$ cat src/rtl/vc_elastic_buffer.sv
// vc_elastic_buffer
// Multi-virtual-channel input buffer for a NoC router port. Each of NUM_VC
// channels owns an independent FIFO of DEPTH = 2**ADDR_W flits, and the full
// depth of every FIFO is usable. Flits enter through a valid/ready handshake
// tagged with a VC id. They leave through a single first-word-fall-through
// valid/ready output that is shared round-robin between the non-empty
// channels.
//
// Optional feature: define VC_BUFFER_OVF_FLAG_EN to add the sticky ovf_err
// output. It records any attempt to push to a full VC or to a VC id that does
// not exist.
//
// Ports:
//   clk          clock; all state changes on the rising edge
//   reset        asynchronous, active-high reset
//   in_valid     upstream flit valid
//   in_vc        target VC of the incoming flit
//   in_data      incoming flit
//   in_ready     per-VC "not full" (bit v is VC v)
//   out_valid    output flit valid
//   out_vc       VC of the output flit
//   out_data     output flit (head of the selected VC)
//   out_ready    downstream accepts the output flit
//   almost_full  per-VC occupancy >= AF_LEVEL
//   vc_count     per-VC occupancy, VC v in [v*(ADDR_W+1) +: ADDR_W+1]
//   ovf_err      (VC_BUFFER_OVF_FLAG_EN only) sticky dropped-flit flag
module vc_elastic_buffer #(
    parameter int FLIT_W   = 10,
    parameter int ADDR_W   = 4,
    parameter int NUM_VC   = 2,
    parameter int VC_W     = 1,
    parameter int AF_LEVEL = 14
) (
    input  logic                         clk,
    input  logic                         reset,
    input  logic                         in_valid,
    input  logic [VC_W-1:0]              in_vc,
    input  logic [FLIT_W-1:0]            in_data,
    output logic [NUM_VC-1:0]            in_ready,
    output logic                         out_valid,
    output logic [VC_W-1:0]              out_vc,
    output logic [FLIT_W-1:0]            out_data,
    input  logic                         out_ready,
    output logic [NUM_VC-1:0]            almost_full,
    output logic [NUM_VC*(ADDR_W+1)-1:0] vc_count
`ifdef VC_BUFFER_OVF_FLAG_EN
    ,
    output logic                         ovf_err
`endif
);

    localparam int PW    = ADDR_W + 1;
    localparam int DEPTH = 2 ** ADDR_W;
    localparam logic [PW-1:0] PTR_ONE  = PW'(1);
    localparam logic [PW-1:0] AF_THRESH = PW'(AF_LEVEL);

    // Storage is deliberately left out of reset; the pointers alone define
    // which entries hold valid flits.
    logic [FLIT_W-1:0] r_mem [NUM_VC][DEPTH];

    // One extra pointer bit tells a full FIFO apart from an empty one.
    logic [PW-1:0]     r_wptr [NUM_VC];
    logic [PW-1:0]     r_rptr [NUM_VC];
    logic [VC_W-1:0]   r_rrPtr;
    logic              r_lock;
    logic [VC_W-1:0]   r_lockVc;

    logic [NUM_VC-1:0] w_empty;
    logic [NUM_VC-1:0] w_full;
    logic [PW-1:0]     w_count [NUM_VC];
    logic              w_inVcOk;
    logic              w_tgtFull;
    logic              w_push;
    logic              w_pop;
    logic              w_found;
    logic [VC_W-1:0]   w_selVc;
    logic [VC_W-1:0]   w_scanIdx;
    logic [VC_W-1:0]   w_rrNext;
    logic [ADDR_W-1:0] w_rdAddr;

    // Per-VC status, all derived from the registered pointers only.
    always_comb begin
        for (int v = 0; v < NUM_VC; v++) begin
            w_empty[v]  = (r_wptr[v] == r_rptr[v]);
            w_full[v]   = (r_wptr[v][ADDR_W-1:0] == r_rptr[v][ADDR_W-1:0]) &&
                          (r_wptr[v][ADDR_W] != r_rptr[v][ADDR_W]);
            w_count[v]  = r_wptr[v] - r_rptr[v];
            in_ready[v] = !w_full[v];
            almost_full[v] = (w_count[v] >= AF_THRESH);
            vc_count[v*PW +: PW] = w_count[v];
        end
    end

    // Target-VC fullness is looked up by comparison so that an out-of-range
    // VC id never indexes past the end of the status vector.
    always_comb begin
        w_inVcOk  = (int'(in_vc) < NUM_VC);
        w_tgtFull = 1'b0;
        for (int v = 0; v < NUM_VC; v++) begin
            if (in_vc == VC_W'(v)) begin
                w_tgtFull = w_full[v];
            end
        end
        w_push = in_valid && w_inVcOk && !w_tgtFull;
    end

    // Output selection. A stalled flit keeps its VC through the lock so the
    // output stays stable until it is accepted. Otherwise the scan starts at
    // the round-robin pointer and picks the first non-empty VC.
    always_comb begin
        w_selVc   = '0;
        w_found   = 1'b0;
        w_scanIdx = '0;
        if (r_lock) begin
            w_selVc = r_lockVc;
            w_found = !w_empty[r_lockVc];
        end else begin
            for (int k = 0; k < NUM_VC; k++) begin
                w_scanIdx = VC_W'((int'(r_rrPtr) + k) % NUM_VC);
                if (!w_found && !w_empty[w_scanIdx]) begin
                    w_selVc = w_scanIdx;
                    w_found = 1'b1;
                end
            end
        end
        w_rdAddr = r_rptr[w_selVc][ADDR_W-1:0];
        w_rrNext = VC_W'((int'(w_selVc) + 1) % NUM_VC);
        w_pop    = w_found && out_ready;
    end

    // Output drive; idle outputs are forced to zero.
    always_comb begin
        out_valid = w_found;
        out_vc    = w_found ? w_selVc : '0;
        out_data  = w_found ? r_mem[w_selVc][w_rdAddr] : '0;
    end

    // Flit storage write.
    always_ff @(posedge clk) begin
        for (int v = 0; v < NUM_VC; v++) begin
            if (w_push && (in_vc == VC_W'(v))) begin
                r_mem[v][r_wptr[v][ADDR_W-1:0]] <= in_data;
            end
        end
    end

    // Pointer update. A push and a pop on the same VC both take effect, which
    // leaves its occupancy unchanged.
    always_ff @(posedge clk or posedge reset) begin
        if (reset) begin
            for (int v = 0; v < NUM_VC; v++) begin
                r_wptr[v] <= '0;
                r_rptr[v] <= '0;
            end
        end else begin
            for (int v = 0; v < NUM_VC; v++) begin
                if (w_push && (in_vc == VC_W'(v))) begin
                    r_wptr[v] <= r_wptr[v] + PTR_ONE;
                end
                if (w_pop && (w_selVc == VC_W'(v))) begin
                    r_rptr[v] <= r_rptr[v] + PTR_ONE;
                end
            end
        end
    end

    // Arbitration state. The round-robin pointer moves past the VC just
    // served. The lock holds the selection while the downstream stalls.
    always_ff @(posedge clk or posedge reset) begin
        if (reset) begin
            r_rrPtr  <= '0;
            r_lock   <= 1'b0;
            r_lockVc <= '0;
        end else if (w_pop) begin
            r_rrPtr <= w_rrNext;
            r_lock  <= 1'b0;
        end else if (w_found && !out_ready) begin
            r_lock   <= 1'b1;
            r_lockVc <= w_selVc;
        end
    end

`ifdef VC_BUFFER_OVF_FLAG_EN
    logic r_ovfErr;

    // Sticky record of any flit that was offered but had to be dropped.
    always_ff @(posedge clk or posedge reset) begin
        if (reset) begin
            r_ovfErr <= 1'b0;
        end else if (in_valid && (!w_inVcOk || w_tgtFull)) begin
            r_ovfErr <= 1'b1;
        end
    end

    assign ovf_err = r_ovfErr;
`endif

endmodule

$ cat config.mk
export PLATFORM = sky130hd
export DESIGN_NAME = vc_elastic_buffer
export DESIGN_NICKNAME = d
export VERILOG_FILES = /design/src/rtl/vc_elastic_buffer.sv
export SDC_FILE = /design/constraint.sdc
export NUM_CORES = 1
export LEC_CHECK = 0
export BUFFER_PORTS_ARGS = -buffer_cell sky130_fd_sc_hd__clkbuf_2
export CAP_MARGIN = 20
export CORE_AREA = 3 3 183 185
export CTS_CLUSTER_SIZE = 12
export DETAILED_ROUTE_END_ITERATION = 8
export DIE_AREA = 0 0 186 188
export HOLD_SLACK_MARGIN = 0.05
export MAX_ROUTING_LAYER = met4
export SYNTH_ARGS = -nofsm -noshare
export SYNTH_HDL_FRONTEND = slang
export SYNTH_SLANG_ARGS = --single-unit
$ cat constraint.sdc
create_clock -name clk -period 5.34 [get_ports clk]
set_input_delay 1.068 -clock clk [delete_from_list [all_inputs] [get_ports clk]]
set_output_delay 1.068 -clock clk [all_outputs]
set_load 0.03 [all_outputs]
# Yosys cells after proc, flatten, opt, wreduce, memory -nomap -nowiden

Memories as Yosys holds them, arrays and structs flattened.
Cells that the tools add are included.
Widths: inputs -> output; s select.

Flip-flop bits (word level): 23
RAM bits: 320
Input port bits: 15
Output and inout port bits: 26
Word-level logic and storage cells: 97
Memories kept: 1

Memories:

| name  | words | bits a word | rd ports | clocked after Yosys merged registers in | wr ports | line | text |
|---|---|---|---|---|---|---|---|
| r_mem | 2     | 160         | 1        | 0                                       | 1        | 59   | `logic [FLIT_W-1:0] r_mem [NUM_VC][DEPTH];` |

$add $sub $neg: 8
Order comparisons: 11
Eq/ne operators: 6
Mux-type cells: 35
Bitwise operators: 7
Reductions and logical operators: 22

Operators by type and width:

| operator            | count |
|---|---|
| $mux 160            | 4 |
| $reduce_or 160->1   | 1 |
| $demux 10 s4        | 2 |
| $mux 10             | 5 |
| $bmux 10 s4         | 1 |
| $add 5x1->5 const B | 4 |
| $mux 1              | 20 |
| $ge 5x5->1 const B  | 3 |
| $not 4->5           | 3 |
| $logic_and 1x1->1   | 12 |
| $mux 4              | 3 |
| $eq 5x5->1          | 2 |
| $ge 5x4->1 const B  | 2 |
| $lt 5x1->1 const B  | 2 |
| $sub 5x5->5         | 2 |
| $eq 4x4->1          | 2 |
| $logic_not 1->1     | 7 |
| $lt 1x2->1 const B  | 3 |
| $not 1->1           | 3 |
| $add 1x1->1 const B | 2 |
| $ge 2x2->1 const B  | 1 |
| $ne 1x1->1          | 2 |
| $not 1->2           | 1 |
| $reduce_and 2->1    | 1 |
| $reduce_bool 2->1   | 1 |

# Longest topological paths before layout

Gate-level depths: netlist (run 1).

Depth in word-level cells: 18
Gate-level depth with buffers: 15
Depth with buffers taken out: 9

# Worst setup path after synthesis (run 1)

Ideal clock, no wire load.

Kind: register to output
Start point: register r_rptr[6] (netlist name)
End point: output port out_data[0]
Data arrival time: 3.962 ns
Data required time: 4.272 ns
Slack: 0.310 ns
Stages on the path, launching flop included: 14
Buffers on the path: 5
Cells stage by stage: dfrtp_1 -> buf_2 -> buf_1 -> buf_1 -> inv_1 -> ha_1 -> and4_1 -> buf_2 -> a21oi_1 -> o21ai_4 -> mux2i_4 -> buf_2 -> nor3_1 -> o31ai_1

Cells in the longest elaborated chain, start to end: 18
Elaborated cells between the ends (all ways): 28
Those cells by class: eq/ne (1); mux (20); bitwise (2); reduce/logical (4); memory (1)

Ends and longest elaborated chain:

| element                                     | line | text |
|---|---|---|
| start: declaration                          | 63   | `logic [PW-1:0] r_rptr [NUM_VC];` |
| start signal: indexed assignment            | 161  | `r_rptr[v] <= r_rptr[v] + PTR_ONE;` |
| $eq 5x5->1                                  | 84   | `w_empty[v] = (r_wptr[v] == r_rptr[v]);` |
| $mux 1 (implied by the code) (2 in series)  | 120  | `if (!w_found && !w_empty[w_scanIdx]) begin` |
| $mux 1                                      | 120  |  |
| $mux 1                                      | 114  | `if (r_lock) begin` |
| $logic_not 1->1                             | 120  |  |
| $logic_and 1x1->1                           | 120  |  |
| $mux 1                                      | 120  |  |
| $mux 1                                      | 114  |  |
| $not 1->2 (implied by the code)             | 126  | `w_rdAddr = r_rptr[w_selVc][ADDR_W-1:0];` |
| $mux 4 (implied by the code) (3 in series)  | 126  |  |
| $not 4->5 (implied by the code)             | 135  | `out_data = w_found ? r_mem[w_selVc][w_rdAddr] : '0;` |
| $bmux 10 s4                                 | 135  |  |
| $mux 10 (implied by the code) (2 in series) | 135  |  |
| $mux 10 *                                   | 135  |  |
| end: declaration                            | 42   | `output logic [FLIT_W-1:0] out_data,` |

Every way passes the cells marked *; elsewhere a longest branch is shown, timed or not. The select of a mux whose other input is x is not followed.

# Worst setup path after layout (run 1)

Start point: register r_rptr[2] (netlist name)
End point: output port out_data[0]

The elaborated chain is that of the path after synthesis.

==> flow_summary.html, run 1 <==
<table>
<tr><th>Metric</th><th>Value</th></tr>
<tr><th colspan="2">Clocking</th></tr>
<tr><td>Clk pin slew, worst setup/hold paths</td><td>0.06 ns</td></tr>
<tr><td>Root buffer selected by CTS</td><td>sky130_fd_sc_hd__clkbuf_16</td></tr>
<tr><td>Insertion delay to the later sink of the worst-skew pair</td><td>0.52 ns</td></tr>
<tr><td>Cts bufs inserted</td><td>38</td></tr>
<tr><td>Maximum level of the CTS H-tree</td><td>2</td></tr>
<tr><td>CTS sink count</td><td>343</td></tr>
<tr><td>TritonCTS clock tree</td><td>yes</td></tr>
<tr><td>Maximum clock insertion buffer count</td><td>3</td></tr>
<tr><th colspan="2">Setup path</th></tr>
<tr><td>Endpoint of the most critical setup path</td><td>out_data[0]</td></tr>
<tr><td>Logic depth of the worst setup path including buffers</td><td>10</td></tr>
<tr><td>Category of the worst setup path capture point</td><td>output pin</td></tr>
<tr><td>Worst-case reg-to-reg path depth</td><td>7</td></tr>
<tr><td>CP max-delay cell</td><td>sky130_fd_sc_hd__a211oi_1</td></tr>
<tr><td>Critical path type</td><td>reg2out</td></tr>
<tr><td>Dominant cell type by count on the critical path</td><td>sky130_fd_sc_hd__a211oi_1</td></tr>
<tr><td>Buf+Inv Stages, Crit Path</td><td>2</td></tr>
<tr><td>R2R Path Start</td><td>r_rptr[2]$_DFFE_PP0P_</td></tr>
<tr><td>Reg-to-reg slack, setup</td><td>2.00 ns</td></tr>
<tr><td>CP arrival</td><td>4.11 ns</td></tr>
<tr><td>Delay contributed by the slowest stage of the critical path</td><td>0.59 ns</td></tr>
<tr><td>Beginning of the critical path</td><td>r_rptr[2]$_DFFE_PP0P_</td></tr>
<tr><td>Endpoint of the most critical register-to-register path</td><td>r_mem[1][89]$_DFFE_PP_</td></tr>
<tr><td>CP Cell Sequence</td><td>inv_1 -&gt; ha_1 -&gt; and4_1 -&gt; a21o_1 -&gt; o21a_2 -&gt; o211ai_1 -&gt; a211oi_1 -&gt; a211oi_1 -&gt; o31ai_1 -&gt; clkbuf_2</td></tr>
<tr><td>Critical Path Fanout Max</td><td>17</td></tr>
<tr><td>CP required</td><td>4.27 ns</td></tr>
<tr><td>Cell family with the largest share of critical-path delay</td><td>compound AO/OA/AOI/OAI gates</td></tr>
<tr><td>Crit start category</td><td>flop</td></tr>
<tr><th colspan="2">STA</th></tr>
<tr><td>Fin Setup TNS</td><td>0 ns</td></tr>
<tr><td>Skew final</td><td>0.0107 ns</td></tr>
<tr><td>Max-slew headroom at the worst pin</td><td>32.9%</td></tr>
<tr><td>Slack of the critical path</td><td>0.160 ns</td></tr>
<tr><td>Clock period minus final worst setup slack</td><td>5.18 ns</td></tr>
<tr><td>Count of final hold-check violations</td><td>0</td></tr>
<tr><td>Timing-limited maximum frequency</td><td>0.193 GHz</td></tr>
<tr><td>Slew at the pin closest to its max-slew limit</td><td>1.00 ns</td></tr>
<tr><td>Slew Viols, Final</td><td>0</td></tr>
<tr><td>Final worst path period share</td><td>97.0%</td></tr>
<tr><td>Final-report setup violation count</td><td>0</td></tr>
<tr><th colspan="2">Global routing</th></tr>
<tr><td>Wire length of the first global-routing pass</td><td>49900 um</td></tr>
<tr><td>Number of antenna violations at the first check in global routing</td><td>1</td></tr>
<tr><td>GR Overflow Total</td><td>0</td></tr>
<tr><td>Via count of the first global-routing pass</td><td>7516</td></tr>
<tr><td>Maximum number of pins on one net before global-route repair</td><td>54</td></tr>
<tr><td>All-Layer GR Usage</td><td>20.1%</td></tr>
<tr><th colspan="2">Cells and area</th></tr>
<tr><td>Share of cells above drive strength 1</td><td>20.3%</td></tr>
<tr><td>Number of nets in the layout</td><td>925</td></tr>
<tr><td>Fill cell total of the finished layout</td><td>2652</td></tr>
<tr><td>Synthesis-to-finish area growth</td><td>13.6%</td></tr>
<tr><td>Post-route design area</td><td>16300 um2</td></tr>
<tr><td>Final core utilization</td><td>50.6%</td></tr>
<tr><th colspan="2">Power and ir drop</th></tr>
<tr><td>Register share of total power</td><td>32.4%</td></tr>
<tr><td>Combinational cell fraction of total power</td><td>44.2%</td></tr>
<tr><td>Switching power of the nets</td><td>4070 uW</td></tr>
<tr><td>Pwr dens</td><td>629 nW/um2</td></tr>
<tr><td>Max IR drop VDD</td><td>0.786 mV</td></tr>
<tr><td>Clock Power Share</td><td>23.4%</td></tr>
<tr><td>Standby leakage power</td><td>0.00559 uW</td></tr>
<tr><td>Internal Pwr Total</td><td>6180 uW</td></tr>
<tr><td>Switching part of the total</td><td>39.7%</td></tr>
<tr><th colspan="2">Synthesis</th></tr>
<tr><td>Number of synthesized register bits</td><td>343</td></tr>
<tr><td>Number of distinct library cell variants in the gate-level netlist after synthesis</td><td>53</td></tr>
<tr><td>Post-synthesis instance total</td><td>821</td></tr>
<tr><td>Mapped Nets</td><td>856</td></tr>
<tr><td>Number of enable flip-flop cells after synthesis</td><td>320</td></tr>
<tr><td>Area of the mapped netlist</td><td>14300 um2</td></tr>
<tr><td>Commonest register cell after synthesis</td><td>sky130_fd_sc_hd__edfxtp_1</td></tr>
<tr><td>Yosys Warn Count</td><td>0</td></tr>
<tr><td>Async set-or-reset flop fraction in the synthesized netlist</td><td>6.71%</td></tr>
<tr><td>Mean post-synth cell area</td><td>17.5 um2</td></tr>
<tr><td>Sequential fraction of the synthesis area</td><td>71.0%</td></tr>
<tr><th colspan="2">Route</th></tr>
<tr><td>Post-route antenna net violation count</td><td>0</td></tr>
<tr><td># DRC</td><td>0</td></tr>
<tr><td>Detailed-routing iteration count for the pre-antenna-repair pass</td><td>6</td></tr>
<tr><td>Vias per cell</td><td>5.80</td></tr>
<tr><td>Routed wire length</td><td>34200 um</td></tr>
<tr><td>Initial DRC Count</td><td>692</td></tr>
<tr><td>Routed vias</td><td>7635</td></tr>
<tr><td>Final routed wire length divided by cell count</td><td>26.0 um</td></tr>
<tr><th colspan="2">Placement</th></tr>
<tr><td>Number of port buffers</td><td>40</td></tr>
<tr><td>RePlAce Congestion</td><td>0.821</td></tr>
<tr><td>Worst slack at placement</td><td>0.544 ns</td></tr>
<tr><td>Post-DP Area</td><td>15100 um2</td></tr>
<tr><td>Total half-perimeter wirelength after legalization and detailed placement</td><td>21200 um</td></tr>
<tr><th colspan="2">Floorplanning</th></tr>
<tr><td>Floorplan die height</td><td>188 um</td></tr>
<tr><td>Die outline area</td><td>35000 um2</td></tr>
<tr><td>Top-level port count</td><td>41</td></tr>
<tr><td>Row count</td><td>66</td></tr>
<tr><td>Core outline area</td><td>32200 um2</td></tr>
<tr><td>Starting Density</td><td>44.5%</td></tr>
<tr><td>Die Span X</td><td>186 um</td></tr>
<tr><th colspan="2">Min path</th></tr>
<tr><td>Path type of the worst min-delay path</td><td>reg2reg</td></tr>
<tr><th colspan="2">Job</th></tr>
<tr><td># Max-Cap Violations</td><td>0</td></tr>
<tr><th colspan="2">Run status</th></tr>
<tr><td>Result of the run</td><td>complete, no violations</td></tr>
</table>
cells in the mapped netlist, drive strengths merged, types with 3 or more instances:
master    n  area, um2
edfxtp  320       9610
mux2i    71        723
mux4     43        968
a211oi   41        308
nand2    29        109
buf      28        150
nor2     24       90.1
dfrtp    23        576
nor2b    22        138
and2     18        113
ha       18        225
xnor2    18        173
inv      16       60.1
clkbuf   13       48.8
nor3     11       65.1
a211o    10       87.6
a21oi     9       45.0
mux2      8       90.1
nand2b    8       50.1
nand4     8       50.1
o211ai    8       60.1
a21o      7       52.6
nand3     7       35.0
xor2      7       61.3
o21ai     6       41.3
o31ai     6       45.0
o22ai     5       31.3
and4      4       35.0
a22o      3       26.3
a22oi     3       22.5
nand3b    3       22.5
o221ai    3       26.3
o22a      3       26.3
o311ai    3       26.3
how the worst min path moves through the flow:
stage,start,endpoint,slack (ns),cells past startpoint
global route,r_rptr[9]$_DFFE_PP0P_,r_rptr[9]$_DFFE_PP0P_,0.57,1
global placement,r_wptr[9]$_DFFE_PP0P_,r_wptr[9]$_DFFE_PP0P_,0.51,1
detailed placement,r_wptr[9]$_DFFE_PP0P_,r_wptr[9]$_DFFE_PP0P_,0.51,1
CTS,r_wptr[9]$_DFFE_PP0P_,r_wptr[9]$_DFFE_PP0P_,0.52,1
finish,r_wptr[9]$_DFFE_PP0P_,r_wptr[9]$_DFFE_PP0P_,0.52,1
floorplan,r_wptr[9]$_DFFE_PP0P_,r_wptr[9]$_DFFE_PP0P_,0.49,1
logic make-up (layout without fill, tap and decap cells):
kind of cell	count (synthesis)	after routing	share of synthesized area, %
adders and majority gates	20	20	1.85
and+or+nand+nor	141	141	5.31
AOI/OAI and AO/OA	113	114	5.93
DFF	343	343	71.0
other	0	1	0
xor gates and xnor gates	25	25	1.63
buffers and inverters	57	142	1.81
muxes	122	122	12.4
cell type report:
| cell class | instances | area (um2) | share of cell area [%] |
|---|---|---|---|
| clock inverters | 12 | 140 | 0.860 |
| diodes | 1 | 2.50 | 0.0154 |
| inverters | 16 | 60.1 | 0.369 |
| repair buffers | 69 | 447 | 2.74 |
| well taps | 408 | 510 | 3.13 |
| multi-input cells | 422 | 3960 | 24.3 |
| clock buffers | 45 | 977 | 6.00 |
| flip-flops and latches | 343 | 10200 | 62.6 |
power by group through the flow:
stage                     sequential [uW]  clock (uW)  combinational (uW)
after detailed placement             3370           0                4430
final                                3320        2400                4530
after global placement               3360           0                4420
after floorplan                      3300           0                3150
after global routing                 3350        2560                4820
after CTS                            3310        2450                4450
registers in the layout, indices dropped and copies added (netlist names):
| name | flops |
|---|---|
| r_rptr | 10 |
| r_lock | 1 |
| r_mem | 320 |
| r_lockVc | 1 |
| r_wptr | 10 |
| r_rrPtr | 1 |
worst register-to-register path, stage by stage (launching register included):
cell                      delay [ns]
sky130_fd_sc_hd__dfrtp_1        0.46
sky130_fd_sc_hd__inv_1          0.18
sky130_fd_sc_hd__ha_1           0.38
sky130_fd_sc_hd__and4_1         0.33
sky130_fd_sc_hd__nand2_1        0.13
sky130_fd_sc_hd__and3_1         0.37
sky130_fd_sc_hd__nand2_1        0.26
sky130_fd_sc_hd__nor2_1         0.83
routing by layer:
layer / part of all wire, % / vias to the layer above / global-route usage [%]
met5: 0 / - / -
met3: 6.2 / 57 / 3.32
met2: 46 / 250 / 29.4
met4: 2.8 / 0 / 6.19
li1: - / 3384 / -
met1: 45 / 3944 / 29.1
through the flow:
step / cells / power (uW) / hold WS [ns]
2_1_floorplan: 821 / 6450 / 0.492
3_3_place_gp: 1250 / 7780 / 0.512
3_5_place_dp: 1251 / 7800 / 0.507
4_1_cts: 1308 / 10200 / 0.518
5_1_grt: 1316 / 10700 / 0.566
6_report: 1316 / 10200 / 0.519
layout by cell type (no fill, tap or decap), drive strengths merged, types with 6 or more instances in the layout:
| cell type | count |
|---|---|
| clkbuf | 85 |
| clkinv | 7 |
| xnor2 | 18 |
| o31ai | 6 |
| xor2 | 7 |
| a21oi | 9 |
| mux2 | 8 |
| o211ai | 8 |
| dfrtp | 23 |
| ha | 18 |
| mux2i | 71 |
| mux4 | 43 |
| a211oi | 41 |
| nand2b | 8 |
| a211o | 11 |
| buf | 29 |
| nand3 | 7 |
| edfxtp | 320 |
| a21o | 7 |
| nand2 | 29 |
| nor2b | 22 |
| o21ai | 6 |
| nor3 | 11 |
| inv | 18 |
| and2 | 18 |
| nand4 | 8 |
| nor2 | 24 |
repair_timing:
| action | in CTS | in global routing |
|---|---|---|
| hold buffers | 0 | 0 |
| cloned | 0 | 1 |
| resized for setup | 1 | 7 |
| setup endpoints to repair | 3 | 8 |
| pin swaps | 0 | 1 |
| buffers inserted | 0 | 3 |
Note: power is estimated with default switching activity, not from simulation.
==> run 2: changes to the inputs <==
--- a/config.mk
+++ b/config.mk
@@ -13,6 +13,8 @@
 export DIE_AREA = 0 0 186 188
 export HOLD_SLACK_MARGIN = 0.05
 export MAX_ROUTING_LAYER = met4
+export PLACE_DENSITY = 0.59
+export RECOVER_POWER = 50
 export SYNTH_ARGS = -nofsm -noshare
 export SYNTH_HDL_FRONTEND = slang
 export SYNTH_SLANG_ARGS = --single-unit
==> constraint.sdc (replaced) <==
create_clock -name clk -period 5.1 [get_ports clk]
set_input_delay 1.02 -clock clk [delete_from_list [all_inputs] [get_ports clk]]
set_output_delay 1.02 -clock clk [all_outputs]
set_load 0.03 [all_outputs]
==> run 2 against run 1 <==
  * Clock skew increased by 0.010 ns
  * Global-route usage decreased by 0.26 points
  * Critical path type unchanged
  * Clock-buffer cell count increased by 3
  * Setup slack got worse by 0.024 ns
  * Sequential power increased by 5%
  * Wire length decreased by 1.2%
  * The flow now finishes with violations (max-capacitance violations, max-slew violations)
  * Sequential share of layout area decreased by 0.23 points
  * Non-clock buffer count increased by 9
  * Final cell count increased by 0.68%
  * Critical path depth increased by 1
  * Register-to-register slack got worse by 0.23 ns
  * Worst hold slack got worse by 0.0010 ns
==> flow_summary.html, run 2 (synthesis results as in run 1) <==
<table>
<tr><th>Metric</th><th>Value</th></tr>
<tr><th colspan="2">Cells and area</th></tr>
<tr><td>Antenna diode instance count</td><td>0 (was 1)</td></tr>
<tr><td>Synthesis-to-finish area growth</td><td>14.0% (was 13.6%)</td></tr>
<tr><td>Max FFs per register</td><td>320 (unchanged)</td></tr>
<tr><td>Commonest cells after routing, fill and taps aside</td><td>sky130_fd_sc_hd__edfxtp_1, sky130_fd_sc_hd__mux2i_1, sky130_fd_sc_hd__mux4_2 (unchanged)</td></tr>
<tr><td>Leading cell type in the layout, fill and taps excluded</td><td>sky130_fd_sc_hd__edfxtp_1 (unchanged)</td></tr>
<tr><td>Number of nets in the layout</td><td>933 (was 925)</td></tr>
<tr><td>Share of cells above drive strength 1</td><td>20.5% (was 20.3%)</td></tr>
<tr><th colspan="2">Clocking</th></tr>
<tr><td>Cts bufs inserted</td><td>37 (was 38)</td></tr>
<tr><td>Clk pin slew, worst setup/hold paths</td><td>0.06 ns (about the same)</td></tr>
<tr><td>Maximum clock insertion buffer count</td><td>3 (unchanged)</td></tr>
<tr><td>Hold-fix buffers, CTS</td><td>0 (unchanged)</td></tr>
<tr><td>TritonCTS clock tree</td><td>yes (unchanged)</td></tr>
<tr><td>CTS sink count</td><td>343 (unchanged)</td></tr>
<tr><td>Maximum level of the CTS H-tree</td><td>2 (unchanged)</td></tr>
<tr><td>Root buffer selected by CTS</td><td>sky130_fd_sc_hd__clkbuf_16 (unchanged)</td></tr>
<tr><td>Insertion delay to the later sink of the worst-skew pair</td><td>0.53 ns (was 0.52 ns)</td></tr>
<tr><th colspan="2">Power and ir drop</th></tr>
<tr><td>Register share of total power</td><td>32.1% (was 32.4%)</td></tr>
<tr><td>Switching part of the total</td><td>40.0% (was 39.7%)</td></tr>
<tr><td>Standby leakage power</td><td>0.00559 uW (about the same)</td></tr>
<tr><td>Pwr dens</td><td>661 nW/um2 (was 629 nW/um2)</td></tr>
<tr><td>Switching power of the nets</td><td>4320 uW (was 4070 uW)</td></tr>
<tr><td>Combinational cell fraction of total power</td><td>45.6% (was 44.2%)</td></tr>
<tr><td>Internal Pwr Total</td><td>6490 uW (was 6180 uW)</td></tr>
<tr><td>Max IR drop VDD</td><td>0.791 mV (was 0.786 mV)</td></tr>
<tr><td>Clock Power Share</td><td>22.3% (was 23.4%)</td></tr>
<tr><th colspan="2">Floorplanning</th></tr>
<tr><td>Top-level port count</td><td>41 (unchanged)</td></tr>
<tr><td>Die Span X</td><td>186 um (unchanged)</td></tr>
<tr><td>Floorplan die height</td><td>188 um (unchanged)</td></tr>
<tr><td>Starting Density</td><td>44.5% (unchanged)</td></tr>
<tr><td>Die outline area</td><td>35000 um2 (unchanged)</td></tr>
<tr><td>Core outline area</td><td>32200 um2 (unchanged)</td></tr>
<tr><td>Row count</td><td>66 (unchanged)</td></tr>
<tr><th colspan="2">Route</th></tr>
<tr><td>Detailed-routing iteration count for the pre-antenna-repair pass</td><td>4 (was 6)</td></tr>
<tr><td>Initial DRC Count</td><td>686 (was 692)</td></tr>
<tr><td>Vias per cell</td><td>5.78 (was 5.80)</td></tr>
<tr><td>Post-route antenna net violation count</td><td>0 (unchanged)</td></tr>
<tr><td>Routed vias</td><td>7652 (was 7635)</td></tr>
<tr><td>Routed wire length</td><td>33800 um (was 34200 um)</td></tr>
<tr><td>Final routed wire length divided by cell count</td><td>25.5 um (was 26.0 um)</td></tr>
<tr><td># DRC</td><td>0 (unchanged)</td></tr>
<tr><th colspan="2">Global routing</th></tr>
<tr><td>Maximum number of pins on one net before global-route repair</td><td>54 (unchanged)</td></tr>
<tr><td>Wire length of the first global-routing pass</td><td>49200 um (was 49900 um)</td></tr>
<tr><td>GR Overflow Total</td><td>0 (unchanged)</td></tr>
<tr><td>Met3 Use GR</td><td>2.60% (was 3.32%)</td></tr>
<tr><td>Via count of the first global-routing pass</td><td>7413 (was 7516)</td></tr>
<tr><td>Number of antenna violations at the first check in global routing</td><td>0 (was 1)</td></tr>
<tr><td>All-Layer GR Usage</td><td>19.8% (was 20.1%)</td></tr>
<tr><td>Peak-usage layer in the global routing report</td><td>met2 (unchanged)</td></tr>
<tr><td>Global Route met2 Usage</td><td>30.1% (was 29.4%)</td></tr>
<tr><td>Met1 usage</td><td>29.1% (about the same)</td></tr>
<tr><th colspan="2">Run status</th></tr>
<tr><td>Result of the run</td><td>finished, violations left (was complete, no violations)</td></tr>
<tr><td>Violations in the final reports</td><td>max-capacitance violations, max-slew violations</td></tr>
<tr><th colspan="2">Setup path</th></tr>
<tr><td>Worst-case reg-to-reg path depth</td><td>8 (was 7)</td></tr>
<tr><td>Crit start category</td><td>flop (unchanged)</td></tr>
<tr><td>Critical path type</td><td>reg2out (unchanged)</td></tr>
<tr><td>CP required</td><td>4.08 ns (was 4.27 ns)</td></tr>
<tr><td>Reg-to-reg slack, setup</td><td>1.77 ns (was 2.00 ns)</td></tr>
<tr><td>Critical Path Fanout Max</td><td>9 (was 17)</td></tr>
<tr><td>CP arrival</td><td>3.94 ns (was 4.11 ns)</td></tr>
<tr><td>Category of the worst setup path capture point</td><td>output pin (unchanged)</td></tr>
<tr><th colspan="2">Job</th></tr>
<tr><td># Max-Cap Violations</td><td>5 (was 0)</td></tr>
<tr><th colspan="2">STA</th></tr>
<tr><td>Slew Viols, Final</td><td>165 (was 0)</td></tr>
<tr><td>Final worst path period share</td><td>97.3%</td></tr>
<tr><td>Timing-limited maximum frequency</td><td>0.201 GHz</td></tr>
<tr><td>Max-slew headroom at the worst pin</td><td>-16.2% (was 32.9%)</td></tr>
<tr><td>Skew final</td><td>0.0210 ns (was 0.0107 ns)</td></tr>
<tr><td>Slew at the pin closest to its max-slew limit</td><td>1.74 ns (was 1.00 ns)</td></tr>
<tr><td>Final-report setup violation count</td><td>0 (unchanged)</td></tr>
<tr><td>Clock period minus final worst setup slack</td><td>4.96 ns</td></tr>
<tr><td>Fin Setup TNS</td><td>0 ns (unchanged)</td></tr>
<tr><td>Count of final hold-check violations</td><td>0 (unchanged)</td></tr>
<tr><td>Slack of the critical path</td><td>0.136 ns (was 0.160 ns)</td></tr>
<tr><th colspan="2">Placement</th></tr>
<tr><td>Number of port buffers</td><td>40 (unchanged)</td></tr>
<tr><td>RePlAce Congestion</td><td>0.781 (was 0.821)</td></tr>
<tr><td>Total half-perimeter wirelength after legalization and detailed placement</td><td>21400 um (was 21200 um)</td></tr>
<tr><td>Worst slack at placement</td><td>0.413 ns (was 0.544 ns)</td></tr>
<tr><th colspan="2">Min path</th></tr>
<tr><td>Hold path depth</td><td>1 (unchanged)</td></tr>
<tr><td>Path type of the worst min-delay path</td><td>reg2reg (unchanged)</td></tr>
</table>
[run 2: cell count changes in the layout (fill, tap and decap cells not counted), sizes merged]
cell | previous run | this run
buf | 29 | 38
clkbuf | 85 | 88
bufinv | 2 | 0
diode | 1 | 0
[run 2: metal layers]
metal  routed length (um)  vias up
li1                     -     3405
met1                15300     3956
met2                16000      240
met3                 1980       51
met4                  537        0
met5                    0        -
[run 2: what timing repair did]
action | in CTS | in global routing
setup endpoints to repair | 8 | 10
pin swaps | 0 | 1
gates resized for setup | 3 | 17
buffers inserted | 0 | 9
gates cloned | 0 | 1
[run 2: critical path, cell delays in order (launching register included)]
cell and delay [ns]:
sky130_fd_sc_hd__dfrtp_2 0.46, sky130_fd_sc_hd__inv_1 0.12, sky130_fd_sc_hd__ha_1 0.34, sky130_fd_sc_hd__and4_1 0.28
sky130_fd_sc_hd__a21o_2 0.33, sky130_fd_sc_hd__a211o_4 0.45, sky130_fd_sc_hd__buf_4 0.18, sky130_fd_sc_hd__mux2_1 0.22
sky130_fd_sc_hd__a211oi_1 0.09, sky130_fd_sc_hd__a211o_1 0.33, sky130_fd_sc_hd__o211ai_1 0.34, sky130_fd_sc_hd__clkbuf_2 0.28
[run 2: path summary, 6_finish.rpt]
path / from / to
setup / recovery: r_rptr[7]$_DFFE_PP0P_ / out_data[7]
min in group asynchronous: reset / r_rrPtr$_DFFE_PP0P_
hold / removal: r_wptr[9]$_DFFE_PP0P_ / r_wptr[9]$_DFFE_PP0P_
max in group asynchronous: reset / r_rptr[0]$_DFFE_PP0P_
setup reg to reg: r_rptr[2]$_DFFE_PP0P_ / r_mem[1][60]$_DFFE_PP_
hold reg to reg: r_wptr[9]$_DFFE_PP0P_ / r_wptr[9]$_DFFE_PP0P_
[run 2: final cells by class]
type	count	area (um2)
clock inverter	10	76.3
clock buffer	48	988
timing repair buffer	78	513
fill	2662	15900
sequential	343	10200
tap	408	510
inverter	16	60.1
multi-input combinational	422	4010
[run 2: per-stage QoR]
stage          hold WS (ns)  total power (uW)  cells  area [um2]  utilization (%)
6_report              0.518             10800   1325       16300             50.8
5_1_grt               0.547             11300   1325       16300             50.8
4_1_cts               0.518             10700   1314       16200             50.2
3_5_place_dp          0.510              8220   1256       15100             46.9
3_3_place_gp          0.510              8190   1253       15100             46.8
2_1_floorplan         0.492              6760    821       14300                -
[run 2: power by group through the flow]
| stage | clock network (uW) | logic [uW] | registers [uW] |
|---|---|---|---|
| 2_1_floorplan | 0 | 3300 | 3450 |
| 3_3_place_gp | 0 | 4670 | 3520 |
| 3_5_place_dp | 0 | 4700 | 3530 |
| 4_1_cts | 2450 | 4740 | 3470 |
| 5_1_grt | 2560 | 5250 | 3500 |
| 6_report | 2410 | 4920 | 3470 |
